**config.mk**
```make
export PLATFORM = sky130hd
export DESIGN_NAME = arb_8to1_8b
export DESIGN_NICKNAME = d
export VERILOG_FILES = /design/src/rtl/arb_pkg.sv /design/src/rtl/mux_8to1_8b.sv /design/src/rtl/rr_pick8.sv /design/src/rtl/arb_8to1_8b.sv
export SDC_FILE = /design/constraint.sdc
export NUM_CORES = 1
export LEC_CHECK = 0
export BUFFER_PORTS_ARGS = -buffer_cell sky130_fd_sc_hd__buf_4
export CORE_UTILIZATION = 50
export DETAILED_ROUTE_END_ITERATION = 7
export HOLD_SLACK_MARGIN = 0.08
export PLACE_DENSITY_LB_ADDON = 0.3
export SLEW_MARGIN = 20
export SYNTH_ARGS = -nofsm -noshare
export SYNTH_HDL_FRONTEND = slang
export SYNTH_SLANG_ARGS = --single-unit
```
**constraint.sdc**
```tcl
create_clock -name clk -period 12.7 [get_ports clk]
set_input_delay 2.54 -clock clk [delete_from_list [all_inputs] [get_ports clk]]
set_output_delay 2.54 -clock clk [all_outputs]
set_load 0.01 [all_outputs]
```
**src/rtl/arb_pkg.sv**
```systemverilog
// Shared constants and FSM state type for the 8-to-1 byte arbiter.
// Latency: n/a (declarations only).
// Backpressure: n/a.
package arb_pkg;

  localparam int NUM_CH = 8;
  localparam int DATA_W = 8;
  localparam int IDX_W  = 3;

  typedef enum logic {
    IDLE  = 1'b0,
    OWNED = 1'b1
  } state_t;

endpackage : arb_pkg

```
**src/rtl/mux_8to1_8b.sv**
```systemverilog
// Plain combinational 8-to-1 byte multiplexer.
// Latency: 0 cycles (pure combinational).
// Backpressure: none; output follows sel and inputs.
//
// Ports: sel - channel index; in0..in7 - channel bytes; out - selected byte.
module mux_8to1_8b (
  input  logic [2:0] sel,
  input  logic [7:0] in0,
  input  logic [7:0] in1,
  input  logic [7:0] in2,
  input  logic [7:0] in3,
  input  logic [7:0] in4,
  input  logic [7:0] in5,
  input  logic [7:0] in6,
  input  logic [7:0] in7,
  output logic [7:0] out
);

  always_comb begin
    out = in0;
    case (sel)
      3'd0: out = in0;
      3'd1: out = in1;
      3'd2: out = in2;
      3'd3: out = in3;
      3'd4: out = in4;
      3'd5: out = in5;
      3'd6: out = in6;
      3'd7: out = in7;
      default: out = in0;
    endcase
  end

endmodule : mux_8to1_8b

```
**src/rtl/rr_pick8.sv**
```systemverilog
// Round-robin picker: first set req bit scanning upward from start, wrapping.
// Latency: 0 cycles (pure combinational).
// Backpressure: none.
//
// Ports: req - request vector; start - first index to examine;
//        idx - chosen index (0 when nothing requests); any - some bit of req is set.
module rr_pick8
  import arb_pkg::*;
(
  input  logic [NUM_CH-1:0] req,
  input  logic [IDX_W-1:0]  start,
  output logic [IDX_W-1:0]  idx,
  output logic              any
);

  logic [IDX_W-1:0] probe;

  // Walk offsets from farthest to nearest so the nearest hit overwrites the rest.
  always_comb begin
    idx   = '0;
    probe = '0;
    for (int k = NUM_CH - 1; k >= 0; k--) begin
      probe = start + IDX_W'(k);
      if (req[probe]) idx = probe;
    end
    any = |req;
  end

endmodule : rr_pick8

```
**src/rtl/arb_8to1_8b.sv**
```systemverilog
// Round-robin 8-to-1 byte arbiter with bursts bounded to BURST_LEN transfers per owner.
// Latency: 1 cycle from req/grant handshake to out_valid/out_data; 1 byte/cycle throughput.
// Backpressure: out_valid & ~out_ready freezes all state and forces grant to zero.
//
// Ports: clk, rst (sync, active-high); req/in0..in7 - per-channel valid and data;
//        grant - one-hot per-channel ready; sel/out_data/out_valid/out_ready - output stream.
module arb_8to1_8b
  import arb_pkg::*;
#(
  parameter int BURST_LEN = 4
) (
  input  logic              clk,
  input  logic              rst,
  input  logic [NUM_CH-1:0] req,
  input  logic [DATA_W-1:0] in0,
  input  logic [DATA_W-1:0] in1,
  input  logic [DATA_W-1:0] in2,
  input  logic [DATA_W-1:0] in3,
  input  logic [DATA_W-1:0] in4,
  input  logic [DATA_W-1:0] in5,
  input  logic [DATA_W-1:0] in6,
  input  logic [DATA_W-1:0] in7,
  output logic [NUM_CH-1:0] grant,
  output logic [IDX_W-1:0]  sel,
  output logic [DATA_W-1:0] out_data,
  output logic              out_valid,
  input  logic              out_ready
);

  localparam logic [7:0] BURST_MAX = 8'(BURST_LEN);

  state_t           state;
  logic [IDX_W-1:0] cur;
  logic [IDX_W-1:0] last;
  logic [7:0]       cnt;

  logic             load;
  logic             cont;
  logic             any_req;
  logic             xfer;
  logic [IDX_W-1:0] rr_idx;
  logic [IDX_W-1:0] winner;
  logic [DATA_W-1:0] mux_dat;

  // Scan starts one past the last grant; 3-bit add wraps 7 -> 0.
  rr_pick8 u_pick (
    .req   (req),
    .start (last + IDX_W'(1)),
    .idx   (rr_idx),
    .any   (any_req)
  );

  always_comb begin
    load   = ~out_valid | out_ready;
    cont   = (state == OWNED) && req[cur] && (cnt < BURST_MAX);
    winner = cont ? cur : rr_idx;
    xfer   = load & any_req & ~rst;
    grant  = '0;
    if (xfer) grant[winner] = 1'b1;
  end

  mux_8to1_8b u_mux (
    .sel (winner),
    .in0 (in0),
    .in1 (in1),
    .in2 (in2),
    .in3 (in3),
    .in4 (in4),
    .in5 (in5),
    .in6 (in6),
    .in7 (in7),
    .out (mux_dat)
  );

  always_ff @(posedge clk) begin
    if (rst) begin
      state     <= IDLE;
      cur       <= '0;
      cnt       <= '0;
      last      <= IDX_W'(NUM_CH - 1);
      sel       <= '0;
      out_data  <= '0;
      out_valid <= 1'b0;
    end else if (load) begin
      if (any_req) begin
        out_data  <= mux_dat;
        sel       <= winner;
        out_valid <= 1'b1;
        last      <= winner;
        if (cont) begin
          cnt <= cnt + 8'd1;
        end else begin
          // A fresh ownership starts even when the sole requester re-wins after its burst.
          cur   <= winner;
          cnt   <= 8'd1;
          state <= OWNED;
        end
      end else begin
        out_valid <= 1'b0;
        state     <= IDLE;
        cnt       <= '0;
      end
    end
  end

endmodule : arb_8to1_8b

```
==> impl_metrics.py, run 1 <==
metrics = {
    "power_and_ir_drop": {
        "combPwrFrac": 0.857,
        "swShare": 0.522,
        "pwr-share-seq": 0.104,
        "p_int_uw": 597,
        "power_density_nw_per_um2": 360,
        "p_leak_uw": 0.00152,
        "power.switching_uw": 653,
        "clockPowerShare": 0.039,
        "vdd_drop_max_mv": 0.188,
    },
    "clock_network": {
        "cts_buffers": 3,
        "cts_root_buffer": "clkbuf_8",
        "cts.sinks": 27,
        "ctsHoldBuffers": 0,
        "cts_resized": 0,
        "tritoncts": "yes",
        "cts_htree_levels": 1,
        "cts.path.max_buffers": 2,
        "clock_latency_ns": 0.27,
        "post_cts_buffers": 0,
        "cts.clk_slew.worst_paths_ns": 0.09,
    },
    "place": {
        "dp_slack_ns": 4.45,
        "portBuffers": 94,
        "place_hpwl_mm": 6.26,
        "place_congestion": 0.967,
    },
    "global_route": {
        "grt_pass1_vias": 2839,
        "grt_usage": 0.273,
        "grt_first_pass_wirelength_mm": 13.1,
        "grt.overflow.total": 0,
        "antenna_found_initial": 0,
        "grt_max_degree": 28,
    },
    "outcome": {
        "violations": "design-rule violations",
        "status": "finished, violations left",
    },
    "floorplanning": {
        "start_util": 0.529,
        "io_pins": 95,
        "design.core.area_sq_um": 5200,
        "rows": 26,
        "die_area_sq_um": 5810,
        "die_h_um": 76.2,
        "dieWidth_um": 76.2,
    },
    "synthesis": {
        "yosys.area.top_type_share": 0.196,
        "yosysWarningCount": 0,
        "syn_area_per_cell_sq_um": 8.42,
        "syn_nets": 405,
        "yosysMostFrequentCell": "nor2_1",
        "ys_async_sr_fraction": 0,
        "synth-seq-area-share": 0.196,
        "netlist_instances": 327,
        "netlist_top_cells_area": "dfxtp_1 (20%), mux2i_1 (12%), mux4_2 (9.8%), nor2_1 (5.0%), a21oi_1 (3.8%)",
        "ys_ff_latch": 27,
        "synthTopCellsByCount": "nor2_1 (37), mux2i_1 (32), dfxtp_1 (27), nand2_1 (26), a21oi_1 (21)",
        "netlist_area_sq_um": 2750,
        "yosys.area.top_type": "dfxtp_1",
        "synth_cell_type_count": 65,
        "synth_edf_count": 0,
        "ys.flop_type": "dfxtp_1",
    },
    "setup_path": {
        "setup.worst_path.start": "req[4]",
        "cp.required_ns": 10.16,
        "r2r_start": "last[0]",
        "crit_path_end_kind": "output port",
        "critPathKind": "input pin to output port",
        "cp_max_fo": 25,
        "cp-start-kind": "input pin",
        "cp.arrival_ns": 5.75,
    },
    "layout": {
        "diodes": 0,
        "multiInputGateArea_sq_um": 2050,
        "n_fill_cell": 442,
        "synthToLayoutAreaGrowth_pct": 26.0,
        "drive_gt1_frac": 0.330,
        "seqCellArea_sq_um": 541,
        "layout.nets": 482,
    },
    "timing": {
        "fin_ws_ns": 4.41,
        "setup_viol": 0,
        "tns_ns": 0,
        "fin_crit_ns": 8.29,
        "hold_viol": 0,
        "tightest_slew_ns": 1.02,
        "slew_headroom": 0.319,
        "finalMaxSlewViolations": 0,
        "rsz0062_at_grt": "no",
        "clock_skew_ns": 0.00515,
        "finalCritPeriodShare": 0.652,
        "fmax_mhz": 121,
    },
    "drt": {
        "vias": 2923,
        "drc": 1,
        "drt_iter0_drc": 266,
        "antenna_left": 0,
        "via_per_inst": 6.18,
        "routed_wirelength_mm": 7.99,
        "first_pass_iters": 6,
        "wl_per_cell_um": 16.9,
    },
    "min_path": {
        "holdCritStartpoint": "state",
        "hold_class": "register to register",
    },
    "run": {
        "max-cap-violations": 0,
    },
}
cell families (layout without fill, tap and decap cells):
| group | count (synthesis) | after routing | synth area share |
|---|---|---|---|
| xor gates and xnor gates | 6 | 6 | 0.0318 |
| adders and majority gates | 3 | 3 | 0.0136 |
| and+or+nand+nor | 118 | 118 | 0.219 |
| buffers and inverters | 30 | 106 | 0.0623 |
| muxes | 50 | 50 | 0.243 |
| DFF | 27 | 27 | 0.196 |
| AOI/OAI and AO/OA | 93 | 93 | 0.234 |
path summary, 6_finish.rpt:
check             slack [ns]           to  depth (start not counted)
setup / recovery        4.41     grant[0]                         11
hold / removal          0.47        state                          1
setup reg to reg        7.84  out_data[2]                         12
hold reg to reg         0.47        state                          1
cell usage in the layout, fill, tap and decap left out, types with 3 or more instances in the layout:
cell,instances
buf_4,97
o21ai_1,5
or3_1,4
a221oi_1,4
o22ai_1,6
a21oi_1,21
inv_1,4
nor2_1,37
nor3_1,7
nor3b_1,3
a211oi_1,7
nand2b_1,5
mux2_2,3
a31oi_1,3
nand3b_1,4
clkbuf_8,3
mux2i_1,32
mux2_4,3
nand2_1,26
mux4_2,12
o21ai_0,15
nor2b_1,5
nor4_1,10
nand3_1,4
ha_1,3
dfxtp_1,27
nand4_1,4
power by group through the flow:
| stage | registers (uW) | logic (uW) | clock network (uW) |
|---|---|---|---|
| floorplan | 130 | 862 | 0 |
| CTS | 129 | 1060 | 48.7 |
| global placement | 130 | 1040 | 0 |
| global route | 133 | 1160 | 52.6 |
| detailed placement | 131 | 1050 | 0 |
| finish | 130 | 1070 | 49.2 |
sequential cells by signal (all words and copies together) (netlist names):
register,cells
cnt,8
state,1
last,3
cur,3
out_data,8
out_valid,1
sel,3
per-layer routing:
| layer | wire, um | GRT usage | vias up |
|---|---|---|---|
| met4 | 150 | 0.0750 | 0 |
| met5 | 0 | 0 | - |
| met1 | 3210 | 0.336 | 1376 |
| li1 | - | - | 1394 |
| met3 | 607 | 0.0407 | 17 |
| met2 | 4020 | 0.495 | 136 |
final cells by class:
class / count / area share
clock buffer: 3 / 0.0119
clock inverter: 1 / 0.00144
inverter: 5 / 0.00541
multi-input combinational: 270 / 0.590
sequential: 27 / 0.156
tap: 70 / 0.0252
timing repair buffer: 97 / 0.210
critical path, stage by stage:
cell	delay, ns
buf_4	0.13
mux2i_1	0.20
mux4_2	0.62
a221o_1	0.35
a21oi_2	0.19
nor4_4	0.08
a21oi_4	0.64
or2b_1	0.32
nand2b_1	0.27
nor3_1	0.23
buf_4	0.17
per-stage QoR:
stage / cells / area, sq um / utilization / hold slack, ns / power (uW)
6_report: 473 / 3470 / 0.667 / 0.468 / 1250
4_1_cts: 473 / 3470 / 0.667 / 0.472 / 1240
2_1_floorplan: 327 / 2750 / - / 0.432 / 992
3_5_place_dp: 469 / 3420 / 0.658 / 0.451 / 1190
3_3_place_gp: 469 / 3420 / 0.658 / 0.447 / 1170
5_1_grt: 473 / 3470 / 0.667 / 0.499 / 1340
(Power assumes the default switching activity.)
==> run 2: changes to the inputs <==
clock period = 7.8 ns   (was 12.7 ns; I/O delays follow)
==> run 2 against run 1 <==
Against the previous run: non-clock buffer count increased by 1; combinational power increased by 64%; the flow now finishes without violations; clock-buffer cell count increased by 1; critical path depth increased by 2; global-route usage increased by 0.47 points; wire length increased by 1.1%.
==> impl_metrics.py, run 2 (synthesis results as in run 1) <==
metrics = {
    "outcome": {
        "status": "completed",
    },
    "drt": {
        "wl_per_cell_um": 17.0,
        "antenna_left": 0,
        "vias": 2924,
        "via_per_inst": 6.17,
        "drt_iter0_drc": 215,
        "routed_wirelength_mm": 8.08,
        "drc": 0,
        "first_pass_iters": 5,
    },
    "clock_network": {
        "ctsHoldBuffers": 0,
        "cts.path.max_buffers": 2,
        "clock_latency_ns": 0.27,
        "cts_buffers": 3,
        "cts.sinks": 27,
        "tritoncts": "yes",
        "cts_root_buffer": "clkbuf_8",
        "post_cts_buffers": 0,
        "cts_resized": 0,
        "cts.clk_slew.worst_paths_ns": 0.09,
        "cts_htree_levels": 1,
    },
    "place": {
        "portBuffers": 94,
        "dp.cells": 470,
        "place_hpwl_mm": 6.26,
        "place_congestion": 0.918,
        "dp_slack_ns": 1.75,
    },
    "global_route": {
        "grt_pass1_vias": 2903,
        "antenna_found_initial": 0,
        "grt_first_pass_wirelength_mm": 13.3,
        "grt_max_degree": 28,
        "grt_usage": 0.278,
        "grt.overflow.total": 0,
    },
    "layout": {
        "synthToLayoutAreaGrowth_pct": 26.3,
        "reg_top3": "cnt (8), out_data (8)",
        "final_cell_mix": "buf_4 (98), nor2_1 (37), mux2i_1 (32), dfxtp_1 (27), nand2_1 (26)",
        "diodes": 0,
        "stdcell_count": 474,
        "seqCellArea_sq_um": 541,
        "layout.nets": 483,
        "multiInputGateArea_sq_um": 2050,
        "drive_gt1_frac": 0.329,
        "final_common_cell": "buf_4",
        "n_fill_cell": 446,
    },
    "setup_path": {
        "cp.required_ns": 6.24,
        "cp-start-kind": "register",
        "critPathKind": "register to output port",
        "cp_max_fo": 25,
        "crit_path_end_kind": "output port",
        "cp.arrival_ns": 4.66,
    },
    "power_and_ir_drop": {
        "vdd_drop_max_mv": 0.302,
        "p_leak_uw": 0.00152,
        "power_density_nw_per_um2": 588,
    },
    "timing": {
        "fmax_mhz": 161,
        "setup_viol": 0,
        "hold_viol": 0,
        "fin_crit_ns": 6.22,
        "fin_ws_ns": 1.58,
        "clock_skew_ns": 0.00578,
        "finalCritPeriodShare": 0.798,
        "tns_ns": 0,
        "slew_headroom": 0.306,
        "tightest_slew_ns": 1.04,
        "finalHoldWorstSlack_ns": 0.466,
        "rsz0062_at_grt": "no",
        "finalMaxSlewViolations": 0,
    },
    "floorplanning": {
        "start_util": 0.529,
        "dieWidth_um": 76.2,
        "die_h_um": 76.2,
        "design.core.area_sq_um": 5200,
        "die_area_sq_um": 5810,
        "io_pins": 95,
        "rows": 26,
    },
    "min_path": {
        "hold_class": "register to register",
    },
    "run": {
        "max-cap-violations": 0,
    },
}
[run 2: final cells by class]
type	instances	area share
Clock buffer	4	0.0130
Inverter	5	0.00540
Multi-Input combinational cell	270	0.589
Sequential cell	27	0.156
Tap cell	70	0.0252
Timing Repair Buffer	98	0.212
[run 2: worst paths after layout]
path / cells past startpoint / start / slack [ns] / end
worst max register to register: 13 / last[0] / 3.19 / out_data[2]
worst min register to register: 1 / state / 0.47 / state
worst min-delay path: 1 / state / 0.47 / state
worst max-delay path: 13 / last[0] / 1.58 / grant[0]
[run 2: where the power goes]
part / switching (uW) / internal, uW
combinational: 986 / 767
clock: 42.6 / 36.6
sequential: 35.3 / 177
[run 2: metrics by stage]
stage / instance area [sq um] / utilization / total power, uW
floorplan: 2750 / - / 1610
CTS: 3480 / 0.668 / 2030
finish: 3480 / 0.668 / 2040
global placement: 3430 / 0.659 / 1910
global route: 3480 / 0.668 / 2200
detailed placement: 3430 / 0.659 / 1950
[run 2: critical path: stages, from the launching register on]
cell and delay [ns]:
dfxtp_1 0.36, inv_2 0.11, ha_1 0.93, mux2i_1 0.35
mux4_2 0.60, a221o_1 0.36, a21oi_2 0.18, nor4_4 0.09
a21oi_4 0.12, buf_4 0.32, or2b_1 0.30, nand2b_1 0.26
nor3_1 0.22, buf_4 0.17
[run 2: routing by layer]
layer	global-route usage	wire, um
met1	0.332	3370
met2	0.490	4000
met3	0.0479	516
met4	0.119	187
met5	0	0
==> run 3: changes to the inputs <==
clock period = 6.01 ns   (was 7.8 ns; I/O delays follow)
==> run 3 against run 2 <==
Against the previous run: register-to-register slack lost 1.7 ns; clock-buffer cell count down 1; non-clock buffer count grew 1; total power grew 30%; cell count increased by 0.21%; sequential power up 29%; hold slack better by 0.0022 ns; clock skew about the same; sequential cell count unchanged; critical endpoint is now grant[2]; setup slack got worse by 1.1 ns; clock power grew 33%; sequential share of layout area is 0.050 points lower.
==> impl_metrics.py, run 3 (synthesis results as in run 1) <==
metrics = {
    "outcome": {
        "status": "completed",
    },
    "power_and_ir_drop": {
        "swShare": 0.515,
        "p_leak_uw": 0.00153,
        "combPwrFrac": 0.857,
        "p_int_uw": 1290,
        "power_density_nw_per_um2": 761,
        "power.switching_uw": 1370,
        "vdd_drop_max_mv": 0.393,
        "pwr-share-seq": 0.103,
        "clockPowerShare": 0.040,
    },
    "clock_network": {
        "tritoncts": "yes",
        "cts_buffers": 3,
        "post_cts_buffers": 0,
        "cts_resized": 0,
        "ctsHoldBuffers": 0,
        "clock_latency_ns": 0.27,
        "cts_htree_levels": 1,
        "cts.clk_slew.worst_paths_ns": 0.10,
        "cts_root_buffer": "clkbuf_8",
        "cts.sinks": 27,
        "cts.path.max_buffers": 2,
    },
    "floorplanning": {
        "rows": 26,
        "design.core.area_sq_um": 5200,
        "die_h_um": 76.2,
        "dieWidth_um": 76.2,
        "die_area_sq_um": 5810,
        "io_pins": 95,
        "start_util": 0.529,
    },
    "layout": {
        "diodes": 0,
        "n_fill_cell": 447,
        "synthToLayoutAreaGrowth_pct": 26.7,
        "layout.nets": 484,
        "final_common_cell": "buf_4",
        "drive_gt1_frac": 0.333,
        "reg_top3": "cnt (8), out_data (8)",
        "fin_area_sq_um": 3490,
        "stdcell_count": 475,
        "final_cell_mix": "buf_4 (99), nor2_1 (37), mux2i_1 (32), dfxtp_1 (27), nand2_1 (26)",
    },
    "timing": {
        "finalMaxSlewViolations": 0,
        "fmax_mhz": 181,
        "setup_viol": 0,
        "hold_viol": 0,
        "rsz0062_at_grt": "no",
        "finalHoldWorstSlack_ns": 0.468,
        "clock_skew_ns": 0.00603,
        "fin_crit_ns": 5.51,
        "finalCritPeriodShare": 0.917,
        "slew_headroom": 0.307,
        "tns_ns": 0,
        "tightest_slew_ns": 1.04,
        "fin_ws_ns": 0.497,
    },
    "drt": {
        "drt_iter0_drc": 227,
        "vias": 2898,
        "highest_layer": "met4",
        "first_pass_iters": 4,
        "routed_wirelength_mm": 7.88,
        "wl_met3_um": 451,
        "m1WireLength_mm": 3.34,
        "antenna_left": 0,
        "dr_wl_met2_mm": 3.94,
        "via_per_inst": 6.10,
        "drc": 0,
        "wl_per_cell_um": 16.6,
    },
    "global_route": {
        "grt.overflow.total": 0,
        "grt_first_pass_wirelength_mm": 13.3,
        "antenna_found_initial": 0,
        "grt_usage": 0.278,
        "grt_max_degree": 28,
        "grt_pass1_vias": 2820,
    },
    "setup_path": {
        "path_buf_inv": 2,
        "rrSetupSlack_ns": 1.45,
        "cp_slowest_cell": "ha_1",
        "cp-start-kind": "register",
        "r2r_start": "last[0]",
        "r2r_end": "out_data[2]",
        "cp.arrival_ns": 4.31,
        "cp_top_family": "simple AND/OR/NAND/NOR gates",
        "crit_chain": "inv_2 -> ha_1 -> mux4_2 -> mux2i_1 -> and2b_1 -> a221oi_1 -> a2111oi_2 -> nor4_1 -> nor2b_1 -> nand2_1 -> nor2_1 -> buf_4",
        "cp.required_ns": 4.81,
        "critPathKind": "register to output port",
        "cp_max_fo": 23,
        "crit_path_end_kind": "output port",
        "max_stage_delay_ns": 0.92,
        "setup.worst_path.start": "last[0]",
        "critical_path_depth": 12,
        "cp-endpoint": "grant[2]",
        "rr_worst_depth": 13,
    },
    "place": {
        "place_congestion": 0.922,
        "dp.cells": 471,
        "dp_slack_ns": 0.829,
        "place_hpwl_mm": 6.19,
        "portBuffers": 94,
        "placed_area_sq_um": 3440,
    },
    "min_path": {
        "hold_class": "register to register",
        "hold_depth": 1,
        "holdCritStartpoint": "state",
    },
    "run": {
        "max-cap-violations": 0,
    },
}
==> run 3: changes by cell type in the layout (fill, tap and decap cells not counted), sizes merged <==
cell | before | now
clkbuf | 4 | 3
buf | 98 | 99
clkinvlp | 0 | 1
==> run 3: worst min path at each step <==
stage | end | slack, ns
2_1_floorplan | state | 0.43
3_3_place_gp | state | 0.45
3_5_place_dp | state | 0.45
4_1_cts | state | 0.47
6_report | state | 0.47
5_1_grt | state | 0.50
==> run 3: layout make-up <==
cell class | instances | area, sq um | area share
inverter | 5 | 18.8 | 0.00538
tap | 70 | 87.6 | 0.0251
sequential | 27 | 541 | 0.155
multi-input combinational | 270 | 2050 | 0.587
timing repair buffer | 99 | 743 | 0.213
clock inverter | 1 | 7.51 | 0.00215
clock buffer | 3 | 41.3 | 0.0118
==> run 3: layer usage <==
metal  vias to the layer above  global-route usage
li1                       1401                   -
met5                         -                   0
met4                         0              0.0769
met3                        19              0.0371
met1                      1353               0.359
met2                       125               0.485
==> run 3: metrics by stage <==
stage	power [uW]	util
finish	2650	0.670
floorplan	2100	-
CTS	2640	0.670
global route	2890	0.670
global placement	2500	0.661
detailed placement	2530	0.661
==> run 3: power groups by stage <==
stage / clock network, uW / registers (uW) / logic (uW)
final: 105 / 274 / 2270
after global routing: 115 / 283 / 2490
after CTS: 107 / 274 / 2260
after detailed placement: 0 / 276 / 2250
after global placement: 0 / 278 / 2220
after floorplan: 0 / 274 / 1820
